===== src/rtl/car_sensor_emulator.sv =====
// car_sensor_emulator: plays out four-phase A/B gate-sensor waveforms
// (entry or exit) on active-low lines for parking-lot self-test.
module car_sensor_emulator #(
  parameter int unsigned HOLD_CYCLES = 500000,
  parameter int unsigned GAP_CYCLES  = 250000
) (
  input  logic       clk,
  input  logic       reset,
  input  logic       start_in,
  input  logic       start_out,
  input  logic       abort,
  output logic       a_btn,
  output logic       b_btn,
  output logic       ready,
  output logic       done,
  output logic       err,
  output logic       dir,
  output logic [7:0] seq_count
);

  localparam int unsigned MAX_CYCLES = (HOLD_CYCLES > GAP_CYCLES) ? HOLD_CYCLES : GAP_CYCLES;
  localparam int unsigned CNT_W      = $clog2(MAX_CYCLES + 1);
  localparam logic [CNT_W-1:0] HOLD_LOAD = CNT_W'(HOLD_CYCLES - 1);
  localparam logic [CNT_W-1:0] GAP_LOAD  = CNT_W'(GAP_CYCLES - 1);

  typedef enum logic [2:0] {
    S_IDLE = 3'd0,
    S_P1   = 3'd1,
    S_P2   = 3'd2,
    S_P3   = 3'd3,
    S_GAP  = 3'd4
  } state_t;

  state_t           r_state;
  logic [CNT_W-1:0] r_cnt;
  logic             r_dir;
  logic             r_aborted;
  logic             r_a_btn;
  logic             r_b_btn;
  logic             r_ready;
  logic             r_done;
  logic             r_err;
  logic [7:0]       r_seq_count;

  state_t           w_state_next;
  logic [CNT_W-1:0] w_cnt_next;
  logic             w_cnt_zero;
  logic             w_in_phase;
  logic             w_dir_next;
  logic             w_aborted_next;
  logic             w_a_act;
  logic             w_b_act;
  logic             w_ready_next;
  logic             w_done_next;
  logic             w_err_next;
  logic [7:0]       w_seq_next;

  assign w_cnt_zero = (r_cnt == '0);
  assign w_in_phase = (r_state == S_P1) || (r_state == S_P2) || (r_state == S_P3);

  // State, phase counter and registered outputs
  always_ff @(posedge clk) begin
    if (!reset) begin
      r_state     <= S_IDLE;
      r_cnt       <= '0;
      r_dir       <= 1'b1;
      r_aborted   <= 1'b0;
      r_a_btn     <= 1'b1;
      r_b_btn     <= 1'b1;
      r_ready     <= 1'b1;
      r_done      <= 1'b0;
      r_err       <= 1'b0;
      r_seq_count <= 8'd0;
    end else begin
      r_state     <= w_state_next;
      r_cnt       <= w_cnt_next;
      r_dir       <= w_dir_next;
      r_aborted   <= w_aborted_next;
      r_a_btn     <= ~w_a_act;
      r_b_btn     <= ~w_b_act;
      r_ready     <= w_ready_next;
      r_done      <= w_done_next;
      r_err       <= w_err_next;
      r_seq_count <= w_seq_next;
    end
  end

  // Next state; abort outranks phase timeout; counter reloads on every state entry
  always_comb begin
    w_state_next = r_state;
    case (r_state)
      S_IDLE: if (start_in ^ start_out) w_state_next = S_P1;
      S_P1: begin
        if (abort)           w_state_next = S_GAP;
        else if (w_cnt_zero) w_state_next = S_P2;
      end
      S_P2: begin
        if (abort)           w_state_next = S_GAP;
        else if (w_cnt_zero) w_state_next = S_P3;
      end
      S_P3: begin
        if (abort || w_cnt_zero) w_state_next = S_GAP;
      end
      S_GAP:   if (w_cnt_zero) w_state_next = S_IDLE;
      default: w_state_next = S_IDLE;
    endcase

    w_cnt_next = w_cnt_zero ? '0 : (r_cnt - CNT_W'(1));
    if (w_state_next != r_state) begin
      case (w_state_next)
        S_P1, S_P2, S_P3: w_cnt_next = HOLD_LOAD;
        S_GAP:            w_cnt_next = GAP_LOAD;
        default:          w_cnt_next = '0;
      endcase
    end
  end

  // Next values of the registered outputs, derived from the upcoming state
  always_comb begin
    w_dir_next     = r_dir;
    w_err_next     = 1'b0;
    w_aborted_next = r_aborted;
    w_a_act        = 1'b0;
    w_b_act        = 1'b0;

    if (r_state == S_IDLE) begin
      w_aborted_next = 1'b0;
      if (start_in && start_out) w_err_next = 1'b1;
      else if (start_in)         w_dir_next = 1'b1;
      else if (start_out)        w_dir_next = 1'b0;
    end else if (w_in_phase && abort) begin
      w_aborted_next = 1'b1;
    end

    w_done_next  = (r_state == S_GAP) && w_cnt_zero && !r_aborted;
    w_seq_next   = w_done_next ? (r_seq_count + 8'd1) : r_seq_count;
    w_ready_next = (w_state_next == S_IDLE);

    // Entry: A, AB, B; exit: B, AB, A. One line changes per boundary.
    case (w_state_next)
      S_P1: begin
        w_a_act = w_dir_next;
        w_b_act = ~w_dir_next;
      end
      S_P2: begin
        w_a_act = 1'b1;
        w_b_act = 1'b1;
      end
      S_P3: begin
        w_a_act = ~w_dir_next;
        w_b_act = w_dir_next;
      end
      default: begin
        w_a_act = 1'b0;
        w_b_act = 1'b0;
      end
    endcase
  end

  assign a_btn     = r_a_btn;
  assign b_btn     = r_b_btn;
  assign ready     = r_ready;
  assign done      = r_done;
  assign err       = r_err;
  assign dir       = r_dir;
  assign seq_count = r_seq_count;

endmodule


===== config.mk =====
export PLATFORM = sky130hd
export DESIGN_NAME = car_sensor_emulator
export DESIGN_NICKNAME = d
export VERILOG_FILES = /design/src/rtl/car_sensor_emulator.sv
export SDC_FILE = /design/constraint.sdc
export NUM_CORES = 1
export LEC_CHECK = 0
export CAP_MARGIN = 10
export CORE_MARGIN = 5
export CORE_UTILIZATION = 30
export DETAILED_ROUTE_END_ITERATION = 8
export PLACE_DENSITY_LB_ADDON = 0.15
export SLEW_MARGIN = 25
export SYNTH_ARGS = -nofsm -noshare
export SYNTH_HDL_FRONTEND = slang
export SYNTH_SLANG_ARGS = --single-unit

===== constraint.sdc =====
create_clock -name clk -period 2.86 [get_ports clk]
set_input_delay 0.429 -clock clk [delete_from_list [all_inputs] [get_ports clk]]
set_output_delay 0.429 -clock clk [all_outputs]
set_load 0.01 [all_outputs]

==> results of run 1 <==
[flip-flops by register name (all words and copies together), names as in the netlist]
register and count:
seq_count 8, b_btn 1, a_btn 1, r_state 3, done 1, err 1, ready 1, r_cnt 19
dir 1, r_aborted 1
[cell type report]
type | instances | area (um2)
Multi-Input combinational cell | 144 | 948.4
Tap cell | 72 | 90.09
Inverter | 6 | 22.52
Fill cell | 603 | 3446
Timing Repair Buffer | 22 | 210.2
Sequential cell | 37 | 740.7
Clock inverter | 1 | 30.03
Clock buffer | 7 | 86.33
[worst max-delay path: stages, from the launching register on]
cell and delay [ns]:
dfxtp_1 0.33, or4_4 0.55, or4_4 0.54, or4_1 0.51
a211oi_2 0.39, o31a_1 0.20, o21ai_1 0.06
[worst paths after layout]
| path | depth (start not counted) | endpoint | from |
|---|---|---|---|
| setup / recovery | 6 | b_btn | r_cnt[10] |
| hold / removal | 2 | seq_count[7] | seq_count[7] |
| setup reg to reg | 6 | b_btn | r_cnt[10] |
| hold reg to reg | 2 | seq_count[7] | seq_count[7] |
[layout by cell type (no fill, tap or decap), types with 2 or more instances in the layout]
cell type | Yosys | routed
nor3b_1 | 2 | 2
inv_1 | 6 | 6
o21ai_1 | 2 | 2
buf_4 | 0 | 4
nand3_1 | 4 | 4
clkbuf_8 | 0 | 6
a22o_1 | 2 | 2
a21oi_1 | 3 | 3
xnor2_1 | 14 | 14
nor2b_1 | 2 | 2
a21boi_1 | 3 | 3
o21ai_0 | 17 | 17
o31a_1 | 2 | 2
nor2_1 | 14 | 14
and2_1 | 6 | 6
xor2_1 | 6 | 6
or3_1 | 5 | 5
nor3_1 | 9 | 9
clkdlybuf4s50_1 | 0 | 18
or4_4 | 2 | 2
nand4_1 | 3 | 3
o211ai_1 | 2 | 2
nor4_1 | 7 | 7
ha_1 | 3 | 3
o31ai_1 | 2 | 2
o21bai_1 | 3 | 3
nand2_1 | 13 | 13
dfxtp_1 | 37 | 37
[cells by family after synthesis]
logic type / after synthesis
compound gates: 42
xor+xnor: 20
fa+ha+maj: 3
buf+inv: 13
flops: 37
mux: 1
simple gates: 78
[stage by stage]
step           std cells  util (%)
2_1_floorplan        194         -
3_3_place_gp         281     36.09
3_5_place_dp         281     36.09
4_1_cts              289     38.18
5_1_grt              289     38.18
6_report             289     38.18
[routing by layer]
metal	GRT usage (%)	vias to the layer above	share of wire, %
li1	-	735	-
met1	13.82	652	51
met2	15.98	29	44
met3	2.471	5	3.8
met4	5.666	0	1.4
met5	0	-	0
[power breakdown]
part,switching (mW),leakage (nW),internal [mW]
Sequential,0.0641,0.303,0.580
Clock,0.176,0.0585,0.284
Combinational,0.207,0.410,0.176
Total,0.446,0.772,1.04
==> flow_summary.toml, run 1 <==
[hold_path]
hold_path_class = "reg2reg"

[grt]
grt_antenna_before_repair = 0
grt_max_degree = 20
grt_pass1_wl_um = 6313
grt_pass1_vias = 1401
grt_overflow = 0
track_usage_pct = 10.54

[logic_synthesis]
yosysMostFrequentCell = "dfxtp_1"
ys.flop_type = "dfxtp_1"
synth.area.top_cells = "dfxtp_1 42%, xnor2_1 7.0%, o21ai_0 4.9%"
syn_area_per_cell_um2 = 8.997
synth-edff-count = 0
ys_warn_count = 0
syn_inst = 194
synth_nets = 202
synthTopCellsByCount = "37 x dfxtp_1, 17 x o21ai_0, 14 x nor2_1, 14 x xnor2_1, 13 x nand2_1"
synth_top_family_by_area = "simple AND/OR/NAND/NOR gates"
seq_area_frac_synth_pct = 42.44
async_flop_share_pct = 0
synthXorXnorAreaFrac_pct = 10.04
synthSimpleGateAreaFrac_pct = 25.52
synth_top_area_share_pct = 42.44
synth_area_leader_cell = "dfxtp_1"
synth-adder-area-share_pct = 2.151
synth_cell_types = 46
muxShareOfSynthArea_pct = 0.5735
synth-compound-area-share_pct = 16.06
syn_area_mm2 = 0.001745
synth_seq_cells = 37

[sta]
fmax_mhz = 369.7
fin_ws_ns = 0.1548
holdWs_ns = 0.4801
fin_setup_tns_ns = 0
drv_slew = 0
finalHoldViolCount = 0
slew_headroom_pct = 67.76
setup_viol = 0
clock_skew_ns = 0.008247
tightestPinTransition_ns = 0.4791
fin_crit_sh_pct = 94.59
min_period_ns = 2.705
rsz0062_at_grt = "false"

[detailed_routing]
drt_iter0_drc = 34
vias = 1421
drc = 0
wire_per_inst_um = 12.18
ant_nets = 0
dr.pass1.iters = 5
drt_wl_total_um = 3519
vias_per_cell = 4.917

[cts]
cts_root_buffer = "clkbuf_8"
cts_tree = "yes"
ctsHtreeMaxLevel = 2
clkSinkCount = 37
cts_made_buffers = 5
post_cts_buffers = 0
clock_path_buffers = 2
cts-resized-gates = 0
hold_buffers = 0
path_clk_slew_ns = 0.07
clk_latency_ns = 0.28

[floorplan]
die_h_um = 86.28
row_count = 27
die_x_um = 86.28
core-area_mm2 = 0.005574
dieArea_mm2 = 0.007443
num_io_pins = 19
start_util_pct = 31.31

[placement]
dp_worst_setup_slack_ns = 0.1871
place_congestion = 0.8037
portBuffers = 18
dp_hpwl_um = 2498
place_area_mm2 = 0.002012

[worst_setup_path]
cp-start-kind = "flop"
cp_max_fo = 12
required_ns = 3.02
worstPathArrival_ns = 2.87
regToRegSetupSlack_ns = 0.15
end_kind = "flop"
crit_type = "reg2reg"

[final_layout]
final_area_mm2 = 0.002128
nets = 224
area_growth_pct = 21.94
diodes = 0
drive_gt1_share_pct = 8.295

[power_and_ir_drop]
leakagePower_nw = 0.7718
ir_worst_vdd_uv = 386.8
p_per_area_mw_per_mm2 = 698.7
power_mw = 1.487

[run_status]
status = "finished, final reports clean"

[flow_run]
max-cap-violations = 0
Power figures use the tool's default switching activity.
==> inputs of run 2 (changes only) <==
--- a/config.mk
+++ b/config.mk
@@ -5,10 +5,12 @@
 export SDC_FILE = /design/constraint.sdc
 export NUM_CORES = 1
 export LEC_CHECK = 0
+export ABC_AREA = 0
 export CAP_MARGIN = 10
 export CORE_MARGIN = 5
 export CORE_UTILIZATION = 30
 export DETAILED_ROUTE_END_ITERATION = 8
+export MAX_ROUTING_LAYER = met4
 export PLACE_DENSITY_LB_ADDON = 0.15
 export SLEW_MARGIN = 25
 export SYNTH_ARGS = -nofsm -noshare
==> run 2 against run 1 <==
Largest cell class unchanged. Design area did not move. Highest routed layer unchanged. Cell count did not move. Critical path depth did not move. Critical path type unchanged. Non-clock buffer count did not move. Wire length rose by 0.48%. Worst setup slack got worse by 0.0011 ns.
==> flow_summary.toml, run 2 (synthesis gave the netlist of run 1 again) <==
[cts]
post_cts_buffers = 0
clk_latency_ns = 0.29
hold_buffers = 0
cts-resized-gates = 0
cts_root_buffer = "clkbuf_8"
clock_path_buffers = 2
cts_made_buffers = 5
cts_tree = "yes"
path_clk_slew_ns = 0.07
clkSinkCount = 37
ctsHtreeMaxLevel = 2

[placement]
place_congestion = 0.8153
dp_worst_setup_slack_ns = 0.1871
dp_hpwl_um = 2498
portBuffers = 18

[final_layout]
fillers = 603
largest_register = "r_cnt"
seqCellArea_um2 = 740.7
utilization_pct = 38.18
final_common_cell = "dfxtp_1"
diodes = 0
area_growth_pct = 21.94
multiInputGateArea_um2 = 948.4
final_cell_mix = "37 x dfxtp_1, 18 x clkdlybuf4s50_1, 17 x o21ai_0"
nets = 224
drive_gt1_share_pct = 8.295
largest_reg_flops = 19

[floorplan]
die_h_um = 86.28
row_count = 27
core-area_mm2 = 0.005574
num_io_pins = 19
start_util_pct = 31.31
die_x_um = 86.28
dieArea_mm2 = 0.007443

[worst_setup_path]
required_ns = 3.03
end_kind = "flop"
crit_type = "reg2reg"
worstPathArrival_ns = 2.87
cp-start-kind = "flop"
cp_max_fo = 12

[grt]
grt_max_degree = 20
grt_overflow = 0
grt_antenna_before_repair = 0
grt_pass1_vias = 1392
grt_pass1_wl_um = 6327
track_usage_pct = 10.91

[detailed_routing]
wire_per_inst_um = 12.24
vias = 1415
drt_wl_total_um = 3536
ant_nets = 0
drt_iter0_drc = 32
dr.pass1.iters = 4
vias_per_cell = 4.896
drc = 0

[power_and_ir_drop]
power_mw = 1.489
ir_worst_vdd_uv = 386.7
p_per_area_mw_per_mm2 = 699.6
leakagePower_nw = 0.7718

[sta]
tightestPinTransition_ns = 0.4791
fin_setup_tns_ns = 0
finalHoldViolCount = 0
drv_slew = 0
holdWs_ns = 0.4800
fin_ws_ns = 0.1537
rsz0062_at_grt = "false"
setup_viol = 0
min_period_ns = 2.706
clock_skew_ns = 0.008877
fin_crit_sh_pct = 94.63
fmax_mhz = 369.5
slew_headroom_pct = 67.77

[run_status]
status = "finished, final reports clean"

[flow_run]
max-cap-violations = 0

[hold_path]
hold_path_class = "reg2reg"
run 2: cell counts in the layout (fill, tap and decap cells not counted):
Identical to the previous run, type by type.
run 2: cell type report:
type | instances | share of cell area, %
Tap cell | 72 | 4.233
Timing Repair Buffer | 22 | 9.877
Sequential cell | 37 | 34.80
Clock buffer | 7 | 4.056
Multi-Input combinational cell | 144 | 44.56
Inverter | 6 | 1.058
Clock inverter | 1 | 1.411
run 2: routing by layer:
metal	vias up	global-route usage, %	share of wire (%)
li1	733	-	-
met1	652	13.82	50
met2	26	15.98	44
met3	4	2.757	4.0
met4	0	5.666	1.7
met5	-	-	0
run 2: final timing paths:
path / from / endpoint / slack (ns) / cells past startpoint
hold / removal: seq_count[7] / seq_count[7] / 0.48 / 2
hold reg to reg: seq_count[7] / seq_count[7] / 0.48 / 2
setup / recovery: r_cnt[10] / b_btn / 0.15 / 6
setup reg to reg: r_cnt[10] / b_btn / 0.15 / 6
run 2: power breakdown:
group | internal, mW | switching (mW)
clock | 0.284 | 0.177
sequential | 0.580 | 0.0644
combinational | 0.176 | 0.207
total | 1.04 | 0.448
run 2: through the flow:
stage	cells	cell area, um2
after floorplan	194	1745
after global placement	281	2012
after detailed placement	281	2012
after CTS	289	2128
after global routing	289	2128
final	289	2128
run 2: worst max-delay path, stage by stage (launching register included):
cell	delay (ns)
dfxtp_1	0.33
or4_4	0.55
or4_4	0.54
or4_1	0.51
a211oi_2	0.39
o31a_1	0.20
o21ai_1	0.06
==> inputs of run 3 (changes only) <==
--- a/config.mk
+++ b/config.mk
@@ -11,7 +11,8 @@
 export CORE_UTILIZATION = 30
 export DETAILED_ROUTE_END_ITERATION = 8
 export MAX_ROUTING_LAYER = met4
-export PLACE_DENSITY_LB_ADDON = 0.15
+export PLACE_DENSITY = 0.49
+export REMOVE_ABC_BUFFERS = 1
 export SLEW_MARGIN = 25
 export SYNTH_ARGS = -nofsm -noshare
 export SYNTH_HDL_FRONTEND = slang
==> run 3 against run 2 <==
Non-clock buffer count is the same. Design area is the same. Global-route usage shrank 0.091 points. Core utilization is the same. Die area is the same. Register-to-register slack is essentially flat. Flip-flop and latch count is the same. Combinational power is essentially flat. Maximum frequency grew 0.36%. Wire length grew 3.0%. Worst hold slack gained 0.011 ns. Sequential power is essentially flat. Critical endpoint unchanged.
==> flow_summary.toml, run 3 (synthesis gave the netlist of run 1 again) <==
[run_status]
status = "finished, final reports clean"

[sta]
slew_headroom_pct = 65.78
rsz0062_at_grt = "false"
fmax_mhz = 370.9
fin_setup_tns_ns = 0
holdWs_ns = 0.4909
clock_skew_ns = 0.007429
fin_crit_sh_pct = 94.28
finalHoldViolCount = 0
setup_viol = 0
tightestPinTransition_ns = 0.5086
min_period_ns = 2.696
drv_slew = 0

[final_layout]
fillers = 570
final_common_cell = "dfxtp_1"
nets = 224
utilization_pct = 38.18
largest_reg_flops = 19
largest_register = "r_cnt"
drive_gt1_share_pct = 8.295
diodes = 0
final_area_mm2 = 0.002128
area_growth_pct = 21.94
final_cell_mix = "37 x dfxtp_1, 18 x clkdlybuf4s50_1, 17 x o21ai_0"

[power_and_ir_drop]
ir_worst_vdd_uv = 331.4
p_per_area_mw_per_mm2 = 701.6
intPower_mw = 1.040
switchingPower_uw = 452.8
leakagePower_nw = 0.7718
comb_power_share_pct = 25.5
p_clk_share_pct = 31.3
power_mw = 1.493
sw_frac_of_total_pct = 30.32
seqPwrFrac_pct = 43.1

[grt]
grt_pass1_wl_um = 6244
grt_pass1_vias = 1365
grt_overflow = 0
grt_max_degree = 20
track_usage_pct = 10.82
grt_antenna_before_repair = 0

[placement]
place_area_mm2 = 0.002012
portBuffers = 18
place_congestion = 0.8358
dp_hpwl_um = 2614

[cts]
clkSinkCount = 37
post_cts_buffers = 0
hold_buffers = 0
cts_root_buffer = "clkbuf_8"
clk_latency_ns = 0.29
clock_path_buffers = 2
cts_tree = "yes"
cts-resized-gates = 0
ctsHtreeMaxLevel = 2
path_clk_slew_ns = 0.08
cts_made_buffers = 5

[worst_setup_path]
worstPathArrival_ns = 2.87
regToRegSetupSlack_ns = 0.16
r2r-start = "r_cnt[10]"
cp_max_fo = 12
r2r_cells = 6
required_ns = 3.04
cp-start-kind = "flop"
regToRegEndpoint = "b_btn"
crit_type = "reg2reg"
end_kind = "flop"

[floorplan]
start_util_pct = 31.31
die_h_um = 86.28
die_x_um = 86.28
core-area_mm2 = 0.005574
dieArea_mm2 = 0.007443
row_count = 27
num_io_pins = 19

[hold_path]
whs_path_depth = 2
hold_path_class = "reg2reg"
hold_end = "seq_count[7]"
hp-start = "seq_count[7]"

[detailed_routing]
vias = 1397
ant_nets = 0
dr.pass1.iters = 4
drt_iter0_drc = 37
wire_per_inst_um = 12.61
drc = 0
drt_wl_total_um = 3643
vias_per_cell = 4.834

[flow_run]
max-cap-violations = 0
-- run 3: cell counts in the layout (fill, tap and decap cells not counted) --
Identical to the previous run, type by type.
-- run 3: metal layers --
layer	share of wire, %	vias up	GRT usage, %
li1	-	735	-
met5	0	-	-
met2	44	16	16.82
met3	2.7	4	2.567
met1	51	642	13.39
met4	1.7	0	4.674
-- run 3: worst max-delay path, stage by stage (launching register included) --
cell,delay (ns)
dfxtp_1,0.33
or4_4,0.55
or4_4,0.53
or4_1,0.52
a211oi_2,0.39
o31a_1,0.20
o21ai_1,0.07
-- run 3: power groups by stage --
stage	Clock, mW	Combinational [mW]	Sequential [mW]
after CTS	0.484	0.387	0.643
after global routing	0.510	0.435	0.655
final	0.468	0.381	0.644
after detailed placement	0	0.383	0.654
after floorplan	0	0.288	0.645
after global placement	0	0.384	0.656
-- run 3: through the flow --
| stage | setup slack [ns] | std cells |
|---|---|---|
| final | 0.1635 | 289 |
| after floorplan | 0.3316 | 187 |
| after global routing | 0.08529 | 289 |
| after global placement | 0.2293 | 281 |
| after detailed placement | 0.1671 | 281 |
| after CTS | 0.1608 | 289 |
-- run 3: worst max-delay path by stage --
stage | cells after the start | from | slack (ns) | end
floorplan | 6 | r_cnt[10] | 0.33 | b_btn
global placement | 6 | r_cnt[10] | 0.23 | b_btn
detailed placement | 6 | r_cnt[10] | 0.17 | b_btn
CTS | 6 | r_cnt[10] | 0.16 | b_btn
global route | 6 | r_cnt[10] | 0.09 | b_btn
finish | 6 | r_cnt[10] | 0.16 | b_btn
-- run 3: final cells by class --
| class | instances | area [um2] | area share [%] |
|---|---|---|---|
| flip-flops and latches | 37 | 740.7 | 34.80 |
| inverters | 6 | 22.52 | 1.058 |
| multi-input cells | 144 | 948.4 | 44.56 |
| clock buffers | 7 | 86.33 | 4.056 |
| well taps | 72 | 90.09 | 4.233 |
| repair buffers | 22 | 210.2 | 9.877 |
| clock inverters | 1 | 30.03 | 1.411 |
